**config.mk**
```make
export PLATFORM = sky130hd
export DESIGN_NAME = uart_tx_flat
export DESIGN_NICKNAME = d
export VERILOG_FILES = /design/src/rtl/uart_pkg.sv /design/src/rtl/uart_tx_if.sv /design/src/rtl/uart_bit_timer.sv /design/src/rtl/uart_tx.sv /design/src/flat_wrapper.sv
export SDC_FILE = /design/constraint.sdc
export NUM_CORES = 1
export LEC_CHECK = 0
export CELL_PAD_IN_SITES_DETAIL_PLACEMENT = 1
export CELL_PAD_IN_SITES_GLOBAL_PLACEMENT = 1
export CORE_ASPECT_RATIO = 1.4
export CORE_UTILIZATION = 48
export DETAILED_ROUTE_END_ITERATION = 7
export GPL_ROUTABILITY_DRIVEN = 0
export PLACE_DENSITY_LB_ADDON = 0.1
export SLEW_MARGIN = 20
export SYNTH_ARGS = -nofsm -noshare
export SYNTH_HDL_FRONTEND = slang
export SYNTH_SLANG_ARGS = --single-unit
```
**constraint.sdc**
```tcl
create_clock -name clk -period 6.31 [get_ports clk]
set_input_delay 0.631 -clock clk [delete_from_list [all_inputs] [get_ports clk]]
set_output_delay 0.631 -clock clk [all_outputs]
set_load 0.1 [all_outputs]
```
**src/rtl/uart_pkg.sv**
```systemverilog
// Shared UART definitions: transmitter state encoding, parity modes and the
// clocks-per-bit divisors produced by the baud-rate decoder.
package uart_pkg;

    localparam int unsigned UART_CNT_W = 18;

    localparam logic PARITY_MODE_EVEN = 1'b0;
    localparam logic PARITY_MODE_ODD  = 1'b1;

    typedef enum logic [2:0] {
        IDLE   = 3'd0,
        START  = 3'd1,
        DATA   = 3'd2,
        PARITY = 3'd3,
        STOP   = 3'd4
    } tx_state_t;

    typedef logic [UART_CNT_W-1:0] cpb_t;

    // Divisor for each of the eight baud selections, slowest first.
    function automatic cpb_t baud_div(input logic [2:0] sel);
        cpb_t div;
        case (sel)
            3'd0:    div = cpb_t'(166667);
            3'd1:    div = cpb_t'(41667);
            3'd2:    div = cpb_t'(20833);
            3'd3:    div = cpb_t'(10417);
            3'd4:    div = cpb_t'(5208);
            3'd5:    div = cpb_t'(2604);
            3'd6:    div = cpb_t'(1302);
            default: div = cpb_t'(434);
        endcase
        return div;
    endfunction

endpackage

```
**src/rtl/uart_tx_if.sv**
```systemverilog
// Host-side handshake and status bundle of the UART transmitter.
interface uart_tx_if
    import uart_pkg::*;
#(
    parameter int unsigned DATA_BITS = 8,
    parameter int unsigned CNT_W     = UART_CNT_W
);

    logic [CNT_W-1:0]     clks_per_bit;
    logic [DATA_BITS-1:0] tx_data;
    logic                 tx_valid;
    logic                 tx_ready;
    logic                 tx;
    logic                 tx_busy;
    logic                 tx_done;

    modport master (
        output clks_per_bit, tx_data, tx_valid,
        input  tx_ready, tx, tx_busy, tx_done
    );

    modport slave (
        input  clks_per_bit, tx_data, tx_valid,
        output tx_ready, tx, tx_busy, tx_done
    );

endinterface

```
**src/rtl/uart_bit_timer.sv**
```systemverilog
// Bit-time counter: latches clocks-per-bit on load and flags the last cycle of
// every bit period. Shared by the transmitter and receiver.
module uart_bit_timer
    import uart_pkg::*;
#(
    parameter int unsigned CNT_W = UART_CNT_W
) (
    input  logic             clk,
    input  logic             rst,
    input  logic             load,
    input  logic [CNT_W-1:0] cpb,
    output logic             bit_tick
);

    localparam logic [CNT_W-1:0] MIN_CPB = CNT_W'(2);

    logic [CNT_W-1:0] cnt;
    logic [CNT_W-1:0] cnt_nxt;
    logic [CNT_W-1:0] cpb_q;
    logic [CNT_W-1:0] cpb_nxt;

    // Count 0..cpb-1 and wrap; degenerate divisors are clamped so a bit lasts at least two cycles.
    always_comb begin
        cpb_nxt = cpb_q;
        cnt_nxt = cnt;
        if (load) begin
            cpb_nxt = (cpb < MIN_CPB) ? MIN_CPB : cpb;
            cnt_nxt = '0;
        end else if (cnt == cpb_q - CNT_W'(1)) begin
            cnt_nxt = '0;
        end else begin
            cnt_nxt = cnt + CNT_W'(1);
        end
    end

    // Tick is registered: it is high exactly while the counter sits at its last value.
    always_ff @(posedge clk or posedge rst) begin
        if (rst) begin
            cnt      <= '0;
            cpb_q    <= MIN_CPB;
            bit_tick <= 1'b0;
        end else begin
            cnt      <= cnt_nxt;
            cpb_q    <= cpb_nxt;
            bit_tick <= (cnt_nxt == cpb_nxt - CNT_W'(1));
        end
    end

endmodule

```
**src/rtl/uart_tx.sv**
```systemverilog
// UART transmitter: takes one word over valid/ready and shifts out start, data
// (LSB first), optional parity and stop bits on an idle-high line.
module uart_tx
    import uart_pkg::*;
#(
    parameter int unsigned DATA_BITS  = 8,
    parameter int unsigned PARITY_EN  = 0,
    parameter int unsigned PARITY_ODD = 0,
    parameter int unsigned STOP_BITS  = 1,
    parameter int unsigned CNT_W      = UART_CNT_W
) (
    input  logic       clk,
    input  logic       rst,
    uart_tx_if.slave   bus
);

    localparam int unsigned      IDX_W     = $clog2(DATA_BITS);
    localparam logic             PAR_INV   = (PARITY_ODD != 0) ? PARITY_MODE_ODD : PARITY_MODE_EVEN;
    localparam logic [IDX_W-1:0] LAST_DATA = IDX_W'(DATA_BITS - 1);
    localparam logic [IDX_W-1:0] LAST_STOP = IDX_W'(STOP_BITS - 1);

    tx_state_t            state;
    tx_state_t            state_nxt;
    logic [DATA_BITS-1:0] shreg;
    logic [DATA_BITS-1:0] shreg_nxt;
    logic [IDX_W-1:0]     idx;
    logic [IDX_W-1:0]     idx_nxt;
    logic                 par_q;
    logic                 par_nxt;
    logic                 tx_q;
    logic                 tx_nxt;
    logic                 busy_q;
    logic                 done_q;
    logic                 done_nxt;
    logic                 accept_c;
    logic                 bit_tick;

    uart_bit_timer #(
        .CNT_W (CNT_W)
    ) u_timer (
        .clk      (clk),
        .rst      (rst),
        .load     (accept_c),
        .cpb      (bus.clks_per_bit),
        .bit_tick (bit_tick)
    );

    // Next-state and next-output logic; idx counts data bits, then stop bits.
    always_comb begin
        state_nxt = state;
        shreg_nxt = shreg;
        idx_nxt   = idx;
        par_nxt   = par_q;
        tx_nxt    = tx_q;
        done_nxt  = 1'b0;
        accept_c  = 1'b0;

        unique case (state)
            IDLE: begin
                tx_nxt = 1'b1;
                if (bus.tx_valid && !rst) begin
                    accept_c  = 1'b1;
                    state_nxt = START;
                    tx_nxt    = 1'b0;
                    shreg_nxt = bus.tx_data;
                    par_nxt   = (^bus.tx_data) ^ PAR_INV;
                    idx_nxt   = '0;
                end
            end
            START: begin
                if (bit_tick) begin
                    state_nxt = DATA;
                    tx_nxt    = shreg[0];
                    shreg_nxt = shreg >> 1;
                    idx_nxt   = '0;
                end
            end
            DATA: begin
                if (bit_tick) begin
                    if (idx == LAST_DATA) begin
                        idx_nxt = '0;
                        if (PARITY_EN != 0) begin
                            state_nxt = PARITY;
                            tx_nxt    = par_q;
                        end else begin
                            state_nxt = STOP;
                            tx_nxt    = 1'b1;
                        end
                    end else begin
                        idx_nxt   = idx + IDX_W'(1);
                        tx_nxt    = shreg[0];
                        shreg_nxt = shreg >> 1;
                    end
                end
            end
            PARITY: begin
                if (bit_tick) begin
                    state_nxt = STOP;
                    tx_nxt    = 1'b1;
                    idx_nxt   = '0;
                end
            end
            STOP: begin
                tx_nxt = 1'b1;
                if (bit_tick) begin
                    if (idx == LAST_STOP) begin
                        state_nxt = IDLE;
                        done_nxt  = 1'b1;
                        idx_nxt   = '0;
                    end else begin
                        idx_nxt = idx + IDX_W'(1);
                    end
                end
            end
            default: begin
                state_nxt = IDLE;
                tx_nxt    = 1'b1;
            end
        endcase
    end

    always_ff @(posedge clk or posedge rst) begin
        if (rst) begin
            state  <= IDLE;
            shreg  <= '0;
            idx    <= '0;
            par_q  <= 1'b0;
            tx_q   <= 1'b1;
            busy_q <= 1'b0;
            done_q <= 1'b0;
        end else begin
            state  <= state_nxt;
            shreg  <= shreg_nxt;
            idx    <= idx_nxt;
            par_q  <= par_nxt;
            tx_q   <= tx_nxt;
            busy_q <= (state_nxt != IDLE);
            done_q <= done_nxt;
        end
    end

    assign bus.tx       = tx_q;
    assign bus.tx_busy  = busy_q;
    assign bus.tx_done  = done_q;
    assign bus.tx_ready = (state == IDLE) && !rst;

endmodule

```
**src/flat_wrapper.sv**
```systemverilog
// flat-port wrapper written by rule: the top's interface ports become plain ports
module uart_tx_flat import uart_pkg::*;
#(
    parameter int unsigned DATA_BITS  = 8,
    parameter int unsigned PARITY_EN  = 0,
    parameter int unsigned PARITY_ODD = 0,
    parameter int unsigned STOP_BITS  = 1,
    parameter int unsigned CNT_W      = UART_CNT_W
)
  (clk, rst, bus_clks_per_bit, bus_tx_data, bus_tx_valid, bus_tx_ready, bus_tx, bus_tx_busy, bus_tx_done);
  uart_tx_if #(.DATA_BITS(DATA_BITS), .CNT_W(CNT_W)) bus_i ();
  input  logic clk;
  input  logic rst;
  input wire logic [$bits(bus_i.clks_per_bit)-1:0] bus_clks_per_bit;
  input wire logic [$bits(bus_i.tx_data)-1:0] bus_tx_data;
  input wire logic [$bits(bus_i.tx_valid)-1:0] bus_tx_valid;
  output wire logic [$bits(bus_i.tx_ready)-1:0] bus_tx_ready;
  output wire logic [$bits(bus_i.tx)-1:0] bus_tx;
  output wire logic [$bits(bus_i.tx_busy)-1:0] bus_tx_busy;
  output wire logic [$bits(bus_i.tx_done)-1:0] bus_tx_done;
  assign bus_i.clks_per_bit = bus_clks_per_bit;
  assign bus_i.tx_data = bus_tx_data;
  assign bus_i.tx_valid = bus_tx_valid;
  assign bus_tx_ready = bus_i.tx_ready;
  assign bus_tx = bus_i.tx;
  assign bus_tx_busy = bus_i.tx_busy;
  assign bus_tx_done = bus_i.tx_done;
  uart_tx #(.DATA_BITS(DATA_BITS), .PARITY_EN(PARITY_EN), .PARITY_ODD(PARITY_ODD), .STOP_BITS(STOP_BITS), .CNT_W(CNT_W)) u_core (.clk(clk), .rst(rst), .bus(bus_i));
endmodule
```
# Word level (Yosys, flattened, before mapping)
# Cells that the tools add are included.
# op_classes
addsub	4
n_lt_le_gt_ge	1
n_eq_ne	14
n_mux	35
reduce_logical	12
# op_table
operator	n
$mux W18	4
$mux W3	13
$eq A18 B18 Y1	2
$sub A18 B1 Y18 const B	2
$mux W8	4
$pmux W8 S3	1
$add A18 B1 Y18 const B	1
$lt A18 B2 Y1 const B	1
$pmux W3 S5	1
$pmux W3 S4	1
$mux W1	10
$ne A2 B2 Y1 const B	5
$reduce_and A5 Y1	2
$eq A3 B2 Y1 const B	2
$eq A3 B3 Y1 const B	2
$logic_not A3 Y1	2
$reduce_bool A3 Y1	2
$ne A2 B1 Y1 const B	2
$pmux W1 S4	1
$reduce_bool A4 Y1	1
$add A3 B1 Y3 const B	1
$eq A3 B1 Y1 const B	1
$reduce_and A3 Y1	1
$logic_and A1 B1 Y1	2
2 further kinds	2
# word_totals
register_bits	54
word_cells	75

# Longest topological paths before layout
# Gate-level depths: netlist of the first run.
# logic_depth
depth_word	7
ltp_mapped	20
mapped_depth_nobuf	16

# Hierarchy
# Synthesis of the first run repeated with hierarchy kept, for this count alone.
# unflattened
cells_unflattened	447
area_unflattened_um2	4026.4
# by_module_without_submodules
mod	n_inst	cells_per_inst	area_per_inst_um2
uart_bit_timer	1	348	3031.7
uart_tx	1	99	994.7

# Worst setup path after synthesis of the first run
# OpenSTA, ideal clock, no wires.
# synth_path
path_type	input port to flip-flop
startpoint	input port rst
endpoint	register u_core.u_timer.bit_tick
setup_time_ns	0.096
arrival_time_ns	4.333
required_time_ns	6.214
path_slack_ns	1.882
cell_stages	18
n_path_buf	3
path_cell_list	nor4b_4 -> nand2_1 -> buf_1 -> clkbuf_1 -> buf_1 -> o21ai_0 -> and2_1 -> ha_1 -> nor4b_1 -> nand3_1 -> nand2_1 -> a21boi_0 -> xnor2_1 -> or3b_1 -> o2bb2ai_1 -> a21oi_1 -> a2111o_1 -> nor4_2
# synth_via
elab_chain_cells	7
word_cells_on_any_way	8
# synth_rtl
element	line	rtl
start, declared	flat_wrapper.sv:13	input logic rst;
$logic_not A1 Y1 *	uart_tx.sv:61	if (bus.tx_valid && !rst) begin
$logic_and A1 B1 Y1 *	uart_tx.sv:61	
$mux W1 *	uart_tx.sv:61	
$mux W1 *	uart_tx.sv:58	unique case (state)
$mux W18	uart_bit_timer.sv:26	if (load) begin
$sub A18 B1 Y18	uart_bit_timer.sv:45	bit_tick <= (cnt_nxt == cpb_nxt - CNT_W'(1));
$eq A18 B18 Y1 *	uart_bit_timer.sv:45	
end signal, assigned	uart_bit_timer.sv:45	
end, declared	uart_bit_timer.sv:12	output logic bit_tick
# Every way passes the cells marked *; elsewhere a longest branch is shown, timed or not.
# A chain may end at the register's enable or synchronous reset.

# Worst setup path in the final report of the first run
# Same ends and word-level chain as after synthesis.

==> results of run 1 <==
-- cells by family (layout without fill, tap and decap cells) --
logic type / after synthesis / count (layout)
compound gates: 86 / 86
xor+xnor: 65 / 65
fa+ha+maj: 6 / 6
buf+inv: 47 / 68
flops: 54 / 54
mux: 14 / 14
simple gates: 218 / 218
-- synth_stat cells (5+ instances only) --
master	n	share of area, %
nor2_1	46	4.2
nor3_1	10	1.2
nand4_1	7	1.1
or4_1	5	0.92
o21ai_0	15	1.8
dfrtp_1	52	32
nor4_1	13	2.0
a31oi_1	5	0.77
clkbuf_1	15	1.4
nand2_1	59	5.4
or3_1	5	0.77
inv_1	24	2.2
mux2i_1	14	3.4
nand2b_1	5	0.77
a21oi_1	23	2.8
ha_1	6	1.8
xnor2_1	34	7.3
o211ai_1	7	1.3
nor3b_1	5	0.92
nand3_1	22	2.7
xor2_1	30	6.4
and3_1	7	1.1
-- worst max path at each step --
stage	endpoint	slack, ps	cells past startpoint
floorplan	u_core.u_timer.bit_tick	1880	18
global placement	u_core.u_timer.bit_tick	1320	17
detailed placement	u_core.u_timer.bit_tick	1180	17
CTS	u_core.u_timer.bit_tick	1450	17
global route	u_core.u_timer.bit_tick	1030	17
finish	u_core.u_timer.bit_tick	1430	17
-- sequential cells by signal, indices dropped and copies added (netlist names) --
register,flops
u_core.u_timer.cpb_q,18
u_core.state,3
u_core.bus.tx_done,1
u_core.u_timer.bit_tick,1
u_core.u_timer.cnt,18
u_core.bus.tx_busy,1
u_core.bus.tx,1
u_core.shreg,8
u_core.idx,3
-- worst max-delay path, stage by stage --
cell and delay (ps):
clkdlybuf4s50_1 520, or4b_1 700, nor2_2 130, buf_4 220, nand4_1 240, nand2b_1 220, ha_1 240, nor4b_1 290
nand3_1 150, nand2_1 120, a21boi_0 230, xnor2_1 140, or3b_1 360, o2bb2ai_1 140, a21oi_1 80, a2111o_1 400
nor4_2 270
-- layer usage --
metal  track usage (%)  vias to the layer above  part of all wire, %
met5                 0                        -                    0
met4              16.2                        0                  5.2
met3              4.20                       37                  2.8
met2              54.6                       85                   53
met1              34.4                     1836                   39
li1                  -                     1778                    -
-- area by class of cell --
cell class / instances / area share (%)
Inverter: 24 / 1.95
Sequential cell: 54 / 29.3
Clock inverter: 3 / 0.974
Clock buffer: 5 / 2.71
Tap cell: 102 / 2.76
Timing Repair Buffer: 36 / 7.58
Multi-Input combinational cell: 389 / 54.7
-- power groups by stage --
| stage | Sequential, mW | Combinational, mW | Clock [mW] |
|---|---|---|---|
| detailed placement | 0.639 | 1.04 | 0 |
| floorplan | 0.565 | 0.828 | 0 |
| CTS | 0.633 | 1.05 | 0.330 |
| global route | 0.650 | 1.15 | 0.344 |
| finish | 0.635 | 1.05 | 0.323 |
| global placement | 0.629 | 1.00 | 0 |
==> reports/metrics.yaml, run 1 <==
outcome:
  status: "complete, no violations"
power_and_ir_drop:
  sequentialPowerShare_pct: 31.6
  p_sw_mw: 0.924
  power.total_mw: 2.01
  p_int_mw: 1.09
  sw_frac_of_total_pct: 45.9
  pwr-share-clk_pct: 16.1
  power_density_nw_per_um2: 435
  combPwrFrac_pct: 52.3
  ir_worst_vdd_mv: 0.222
  p_leak_nw: 2.00
synthesis:
  synthMuxAreaShare_pct: 3.43
  syn_nets: 525
  yosys_register_bits: 54
  ys_warn_count: 0
  synthXorXnorAreaFrac_pct: 14.3
  synth.avg_cell_area_um2: 8.34
  synth-edff-count: 0
  netlist_instances: 490
  synth_compound_area_share_pct: 14.1
  async_flop_share_pct: 100
  yosysSeqAreaShare_pct: 33.1
  syn_area_um2: 4090
  synth_top_family_by_area: "simple AND/OR/NAND/NOR gates"
  synth_flop_cell: "dfrtp_1"
  synth.distinct_cells: 67
  yosys.area_share.adder_pct: 1.84
  synth-simple-area-share_pct: 28.3
cells_and_area:
  regArea_um2: 1350
  stdcell_count: 613
  diodes: 0
  nets: 545
  final_common_cell: "nand2_1"
  fin_util_pct: 56.4
  n_fill_cell: 996
  finalInstanceArea_um2: 4620
  drive_gt1_share_pct: 4.89
  final_cell_mix: "59 x nand2_1, 52 x dfrtp_1, 46 x nor2_1"
  area_growth_pct: 13.1
  multi_input_area_um2: 2530
sta:
  finalCriticalPeriod_ps: 4880
  finalHoldViolations: 0
  finalClockSkew_ps: 6.61
  finalCritPeriodShare_pct: 77.3
  max_slew_margin_pct: 35.0
  setup_tns_ps: 0
  finalMaxSlewViolations: 0
  hold_slack_ps: 524
  tightest_slew_ps: 973
  rsz0062_at_grt: "false"
  fmax_ghz: 0.205
  worst_slack_ps: 1430
  setup_viol: 0
floorplan:
  std_cell_rows: 39
  start_util_pct: 49.9
  core_um2: 8200
  dieWidth_um: 80.0
  ioPinCount: 33
  die_area_um2: 8890
  fp.dieH_um: 111
setup_path:
  cp_data_required_time_ps: 6520
  end_kind: "flip-flop"
  r2r_start: "u_core.u_timer.cpb_q[0]"
  cp.arrival_ps: 5090
  worstSetupPathType: "input port to flip-flop"
  r2r_slack_ps: 1770
  critPathLaunchType: "input port"
  critPathMaxFanout: 17
  r2r-end: "u_core.u_timer.bit_tick"
  crit_start: "rst"
  reg2regPathDepth: 13
clock_network:
  numCtsBuffers: 5
  cts.sinks: 54
  cts_hold_buf: 0
  post-cts-setup-buffers: 0
  cts_resized: 0
  cts-htree-levels: 2
  clock_latency_ps: 300
  clk_pin_slew_worst_paths_ps: 80
  cts_buffer_depth: 2
  clockRootBuffer: "clkbuf_16"
  cts_tree: "done"
min_path:
  whs_path_depth: 2
  hold_start: "u_core.shreg[7]"
  hold_class: "flip-flop to flip-flop"
  min_to: "u_core.shreg[7]"
job:
  drv_cap: 0
placement:
  io_buffer_count: 32
  placed_cells: 605
  dpl_cell_area_um2: 4450
  hpwlAfterDp_mm: 9.95
  dp_slack_ps: 1180
global_route:
  grt_max_degree: 35
  gr-usage-all-layers_pct: 30.6
  grt_pass1_vias: 3961
  antenna_found_initial: 0
  grt_pass1_wl_mm: 20.5
  grt-ovfl-total: 0
route:
  vias: 3736
  drt_drc_violations_left: 0
  wl_per_cell_um: 20.7
  wirelength_mm: 12.7
  dr.pass1.iters: 4
  drt_iter0_drc: 162
  antenna_left: 0
  via_per_inst: 6.09
Power figures use the tool's default switching activity.
==> run 2, diff against run 1 <==
--- a/config.mk
+++ b/config.mk
@@ -8,7 +8,7 @@
 export CELL_PAD_IN_SITES_DETAIL_PLACEMENT = 1
 export CELL_PAD_IN_SITES_GLOBAL_PLACEMENT = 1
 export CORE_ASPECT_RATIO = 1.4
-export CORE_UTILIZATION = 48
+export CORE_UTILIZATION = 45
 export DETAILED_ROUTE_END_ITERATION = 7
 export GPL_ROUTABILITY_DRIVEN = 0
 export PLACE_DENSITY_LB_ADDON = 0.1
==> constraint.sdc (replaced) <==
create_clock -name clk -period 4.8 [get_ports clk]
set_input_delay 0.48 -clock clk [delete_from_list [all_inputs] [get_ports clk]]
set_output_delay 0.48 -clock clk [all_outputs]
set_load 0.1 [all_outputs]
==> run 2 against run 1 <==
Against the previous run: largest cell class unchanged; utilization decreased by 2.9 points; routed wire length grew 0.13%; non-clock buffer count increased by 5; highest routed layer unchanged; worst setup slack worse by 970 ps.
==> reports/metrics.yaml, run 2 (same netlist as run 1, synthesis figures left out) <==
sta:
  tightest_slew_ps: 975  # +2.38 ps
  finalCritPeriodShare_pct: 90.3
  finalClockSkew_ps: 6.17  # -0.448 ps
  finalHoldViolations: 0  # unchanged
  setup_viol: 0  # unchanged
  setup_tns_ps: 0  # unchanged
  finalCriticalPeriod_ps: 4330
  max_slew_margin_pct: 34.8  # -0.16 points
  fmax_ghz: 0.231
  rsz0062_at_grt: "false"
  finalMaxSlewViolations: 0  # unchanged
setup_path:
  reg2regPathDepth: 13  # unchanged
  cp.arrival_ps: 4530  # -560 ps
  r2r_start: "u_core.u_timer.cpb_q[0]"
  crit_end: "u_core.u_timer.bit_tick"
  critPathMaxFanout: 16  # -1
  critPathLaunchType: "input port"
  worstSetupPathType: "input port to flip-flop"
  cp_data_required_time_ps: 5000  # -1520 ps
  crit_start: "rst"
  r2r_slack_ps: 530  # -1240 ps
  r2r-end: "u_core.u_timer.bit_tick"
  end_kind: "flip-flop"
route:
  drt_drc_violations_left: 0  # unchanged
  vias: 3795  # +1.6%
  wirelength_mm: 12.7  # +0.13%
  wl_per_cell_um: 20.4  # -1.2%
  dr.pass1.iters: 4  # unchanged
  via_per_inst: 6.11  # +0.27%
  drt_iter0_drc: 195  # +20%
  antenna_left: 0  # unchanged
floorplan:
  core_um2: 8710  # +6.2%
  ioPinCount: 33  # unchanged
  start_util_pct: 46.9  # -2.9 points
  dieWidth_um: 82.6  # +3.2%
  fp.dieH_um: 115  # +3.2%
  die_area_um2: 9470  # +6.5%
  std_cell_rows: 40  # +2.6%
cells_and_area:
  top_regs: "u_core.u_timer.cnt: 18 flops, u_core.u_timer.cpb_q: 18 flops, u_core.shreg: 8 flops"
  n_fill_cell: 1076  # +8.0%
  drive_gt1_share_pct: 5.81  # +0.92 points
  final_cell_mix: "59 x nand2_1, 52 x dfrtp_1, 46 x nor2_1"
  final_common_cell: "nand2_1"
  nets: 550  # +0.92%
  diodes: 0  # unchanged
  area_growth_pct: 14.0
clock_network:
  cts_tree: "done"
  clock_latency_ps: 300  # about the same
  cts_resized: 0  # unchanged
  cts_buffer_depth: 2  # unchanged
  cts.sinks: 54  # unchanged
  clk_pin_slew_worst_paths_ps: 70  # about the same
  numCtsBuffers: 5  # unchanged
  cts_hold_buf: 0  # unchanged
  clockRootBuffer: "clkbuf_16"
  cts-htree-levels: 2  # unchanged
  post-cts-setup-buffers: 0  # unchanged
min_path:
  whs_path_depth: 2  # unchanged
  hold_class: "flip-flop to flip-flop"
job:
  drv_cap: 0  # unchanged
global_route:
  antenna_found_initial: 0  # unchanged
  gr-usage-all-layers_pct: 29.3  # -1.4 points
  grt_pass1_wl_mm: 20.6  # +0.64%
  grt-ovfl-total: 0  # unchanged
  grt_max_degree: 50  # +43%
  grt_pass1_vias: 4095  # +3.4%
power_and_ir_drop:
  power.total_mw: 2.62  # +30%
  ir_worst_vdd_mv: 0.308  # +39%
  power_density_nw_per_um2: 561  # +29%
  p_leak_nw: 2.03  # +1.2%
placement:
  hpwlAfterDp_mm: 9.98  # +0.30%
  io_buffer_count: 32  # unchanged
outcome:
  status: "complete, no violations"
run 2: worst max-delay path: stages:
cell and delay, ps:
clkdlybuf4s50_1 530, or4b_1 600, nor2_2 130, buf_4 230
a21oi_1 110, nand2b_1 190, ha_1 270, nor4b_1 160
nand3_1 130, nand2_1 100, a21boi_0 160, xnor2_1 180
or3b_1 360, o2bb2ai_1 150, a21oi_1 80, a2111o_1 400
nor4_2 270
run 2: how the worst min path moves through the flow:
stage	to	slack [ps]	start
CTS	u_core.shreg[7]	520	u_core.shreg[7]
finish	u_core.shreg[7]	520	u_core.shreg[7]
floorplan	u_core.shreg[7]	470	u_core.shreg[7]
global placement	u_core.shreg[7]	500	u_core.shreg[7]
global route	u_core.shreg[7]	550	u_core.shreg[7]
detailed placement	u_core.shreg[7]	500	u_core.shreg[7]
run 2: where the power goes:
group	internal [mW]	switching [mW]
Combinational	0.585	0.819
Sequential	0.603	0.224
Clock	0.210	0.173
run 2: layer usage:
layer	track usage (%)	part of all wire, %	vias to the layer above
li1	-	-	1783
met1	31.6	39	1893
met2	54.0	54	78
met3	3.97	2.6	41
met4	15.1	5.0	0
met5	0	0	-
run 2: through the flow:
step | util (%) | cell area (um^2) | setup WS, ps | hold slack (ps) | instances
after floorplan | - | 4090 | 456 | 467 | 490
after global placement | 51.8 | 4510 | 376 | 504 | 613
after detailed placement | 51.8 | 4510 | 221 | 500 | 613
after CTS | 53.5 | 4660 | 480 | 519 | 621
after global routing | 53.5 | 4660 | 124 | 550 | 621
final | 53.5 | 4660 | 467 | 516 | 621
run 2: final cells by class:
class | count | area [um^2] | area share (%)
multi-input combinational | 389 | 2530 | 54.3
sequential | 54 | 1350 | 29.0
timing repair buffer | 41 | 400 | 8.59
clock buffer | 6 | 139 | 2.98
tap | 105 | 131 | 2.82
inverter | 24 | 90.1 | 1.93
clock inverter | 2 | 16.3 | 0.349
==> run 3, diff against run 2 <==
--- a/config.mk
+++ b/config.mk
@@ -12,6 +12,7 @@
 export DETAILED_ROUTE_END_ITERATION = 7
 export GPL_ROUTABILITY_DRIVEN = 0
 export PLACE_DENSITY_LB_ADDON = 0.1
+export SETUP_SLACK_MARGIN = 0.5
 export SLEW_MARGIN = 20
 export SYNTH_ARGS = -nofsm -noshare
 export SYNTH_HDL_FRONTEND = slang
==> run 3 against run 2 <==
Against the previous run: clock power grew 2%; largest power group unchanged; sequential power increased by 0.5%; first-iteration DRC count shrank 15%; highest routed layer unchanged; utilization up 0.45 points; flip-flop and latch count is the same; clock skew grew 2.3 ps; critical path depth did not move; non-clock buffer count rose by 1; hold slack got worse by 350 ps.
==> reports/metrics.yaml, run 3 (same netlist as run 1, synthesis figures left out) <==
sta:
  tightest_slew_ps: 978  # +2.79 ps
  max_slew_margin_pct: 34.6  # -0.19 points
  finalMaxSlewViolations: 0  # unchanged
  setup_viol: 0  # unchanged
  finalCritPeriodShare_pct: 85.0  # -5.3 points
  rsz0062_at_grt: "false"
  finalCriticalPeriod_ps: 4080  # -253 ps
  finalClockSkew_ps: 8.47  # +2.30 ps
  hold_slack_ps: 166  # -349 ps
  fmax_ghz: 0.245  # +6.2%
  finalHoldViolations: 0  # unchanged
  setup_tns_ps: 0  # unchanged
setup_path:
  end_kind: "flip-flop"
  critPathMaxFanout: 5  # -11
  crit_slowest_cell: "or4_4"
  r2r_start: "u_core.u_timer.cpb_q[0]"
  critPathLaunchType: "input port"
  cpLargestDelayFamily: "simple AND/OR/NAND/NOR gates"
  worstSetupPathType: "input port to flip-flop"
  path_cells: "clkdlybuf4s50_1, or4_4, nor3b_2, nand4_1, buf_4, and2_1, ha_2, nor4b_2, nand3_1, nand2_1, a21boi_1, xnor2_1, or3b_1, o2bb2ai_1, a21oi_1, a2111o_1, nor4_2"
  cp_data_required_time_ps: 5020  # +20 ps
  reg2regPathDepth: 13  # unchanged
  r2r_slack_ps: 730  # +200 ps
  slowest_delay_ps: 570  # -30 ps
  critPathBufInv: 2  # unchanged
  r2r-end: "u_core.u_timer.bit_tick"
  cp.arrival_ps: 4300  # -230 ps
outcome:
  status: "complete, no violations"
cells_and_area:
  diodes: 0  # unchanged
  n_fill_cell: 1036  # -3.7%
  fin_util_pct: 54.0  # +0.45 points
  top_regs: "u_core.u_timer.cnt: 18 flops, u_core.u_timer.cpb_q: 18 flops, u_core.shreg: 8 flops"
  finalInstanceArea_um2: 4700  # +0.83%
  drive_gt1_share_pct: 7.54  # +1.7 points
  area_growth_pct: 15.0
  nets: 551  # +0.18%
  final_cell_mix: "59 x nand2_1, 52 x dfrtp_1, 46 x nor2_1"
  final_common_cell: "nand2_1"
floorplan:
  dieWidth_um: 82.6  # unchanged
  core_um2: 8710  # unchanged
  fp.dieH_um: 115  # unchanged
  die_area_um2: 9470  # unchanged
  ioPinCount: 33  # unchanged
  start_util_pct: 46.9  # unchanged
  std_cell_rows: 40  # unchanged
route:
  drt_iter0_drc: 166  # -15%
  wirelength_mm: 13.0  # +2.3%
  drt_drc_violations_left: 0  # unchanged
  vias: 3792  # -0.079%
  wl_per_cell_um: 20.9  # +2.2%
  dr.pass1.iters: 6  # +2
  antenna_left: 0  # unchanged
  via_per_inst: 6.10  # -0.24%
clock_network:
  cts_hold_buf: 0  # unchanged
  cts_buffer_depth: 2  # unchanged
  cts_tree: "done"
  cts.sinks: 54  # unchanged
  clockRootBuffer: "clkbuf_16"
  numCtsBuffers: 5  # unchanged
  clock_latency_ps: 310  # about the same
  cts-htree-levels: 2  # unchanged
  clk_pin_slew_worst_paths_ps: 70  # about the same
global_route:
  grt_max_degree: 50  # unchanged
  grt_pass1_vias: 3947  # -3.6%
  gr-usage-all-layers_pct: 29.5  # +0.19 points
  antenna_found_initial: 0  # unchanged
  grt-ovfl-total: 0  # unchanged
  grt_pass1_wl_mm: 20.5  # -0.44%
min_path:
  hold_class: "input port to asynchronous set/reset pin"
power_and_ir_drop:
  power_density_nw_per_um2: 564  # +0.49%
  p_leak_nw: 2.05  # +1.2%
  ir_worst_vdd_mv: 0.248  # -20%
placement:
  io_buffer_count: 32  # unchanged
  dpl_cell_area_um2: 4490  # -0.28%
  hpwlAfterDp_mm: 10.0  # +0.43%
job:
  drv_cap: 0  # unchanged
run 3: cell count changes in the layout (fill, tap and decap cells not counted), sizes merged:
cell / change
dlymetal6s2s: +1
clkinvlp: -1
clkinv: +1
inv: +1
clkbuf: -1
clkdlybuf4s50: -1
buf: +1
run 3: how the worst max path moves through the flow:
| stage | from | to | cells after the start | slack [ps] |
|---|---|---|---|---|
| finish | bus_clks_per_bit[12] | u_core.u_timer.bit_tick | 17 | 720 |
| CTS | rst | u_core.u_timer.bit_tick | 17 | 530 |
| global route | bus_tx_valid | u_core.u_timer.bit_tick | 17 | 530 |
| detailed placement | rst | u_core.u_timer.bit_tick | 17 | 210 |
| global placement | rst | u_core.u_timer.bit_tick | 17 | 390 |
| floorplan | u_core.state[0] | u_core.u_timer.bit_tick | 19 | 510 |
run 3: timing repair:
item | CTS | global route
endpoints found under the setup margin | 0 | 1
hold endpoints to repair | 0 | 0
gates resized for setup | 0 | 11
setup buffers | 0 | 1
run 3: area by class of cell:
class                      count  area, um^2  share of cell area, %
multi-input combinational    389        2570                   54.7
timing repair buffer          42         402                   8.54
sequential                    54        1350                   28.8
clock buffer                   5         125                   2.66
tap                          105         131                   2.79
clock inverter                 3        26.3                  0.559
inverter                      24        90.1                   1.92
run 3: through the flow:
stage,instances,power [mW],setup slack [ps]
finish,622,2.65,719
global route,622,2.82,530
CTS,621,2.62,526
detailed placement,613,2.21,206
global placement,613,2.16,387
floorplan,490,1.83,511
run 3: where the power goes:
part           internal [mW]  switching (mW)  total [mW]
registers              0.603           0.228       0.831
logic                  0.598           0.831        1.43
clock network          0.199           0.190       0.389
run 3: layer usage:
layer | vias up | track usage (%) | share of wire [%]
li1 | 1786 | - | -
met1 | 1884 | 32.6 | 39
met2 | 88 | 54.0 | 54
met3 | 34 | 3.57 | 2.6
met4 | 0 | 14.6 | 4.7
met5 | - | 0 | 0
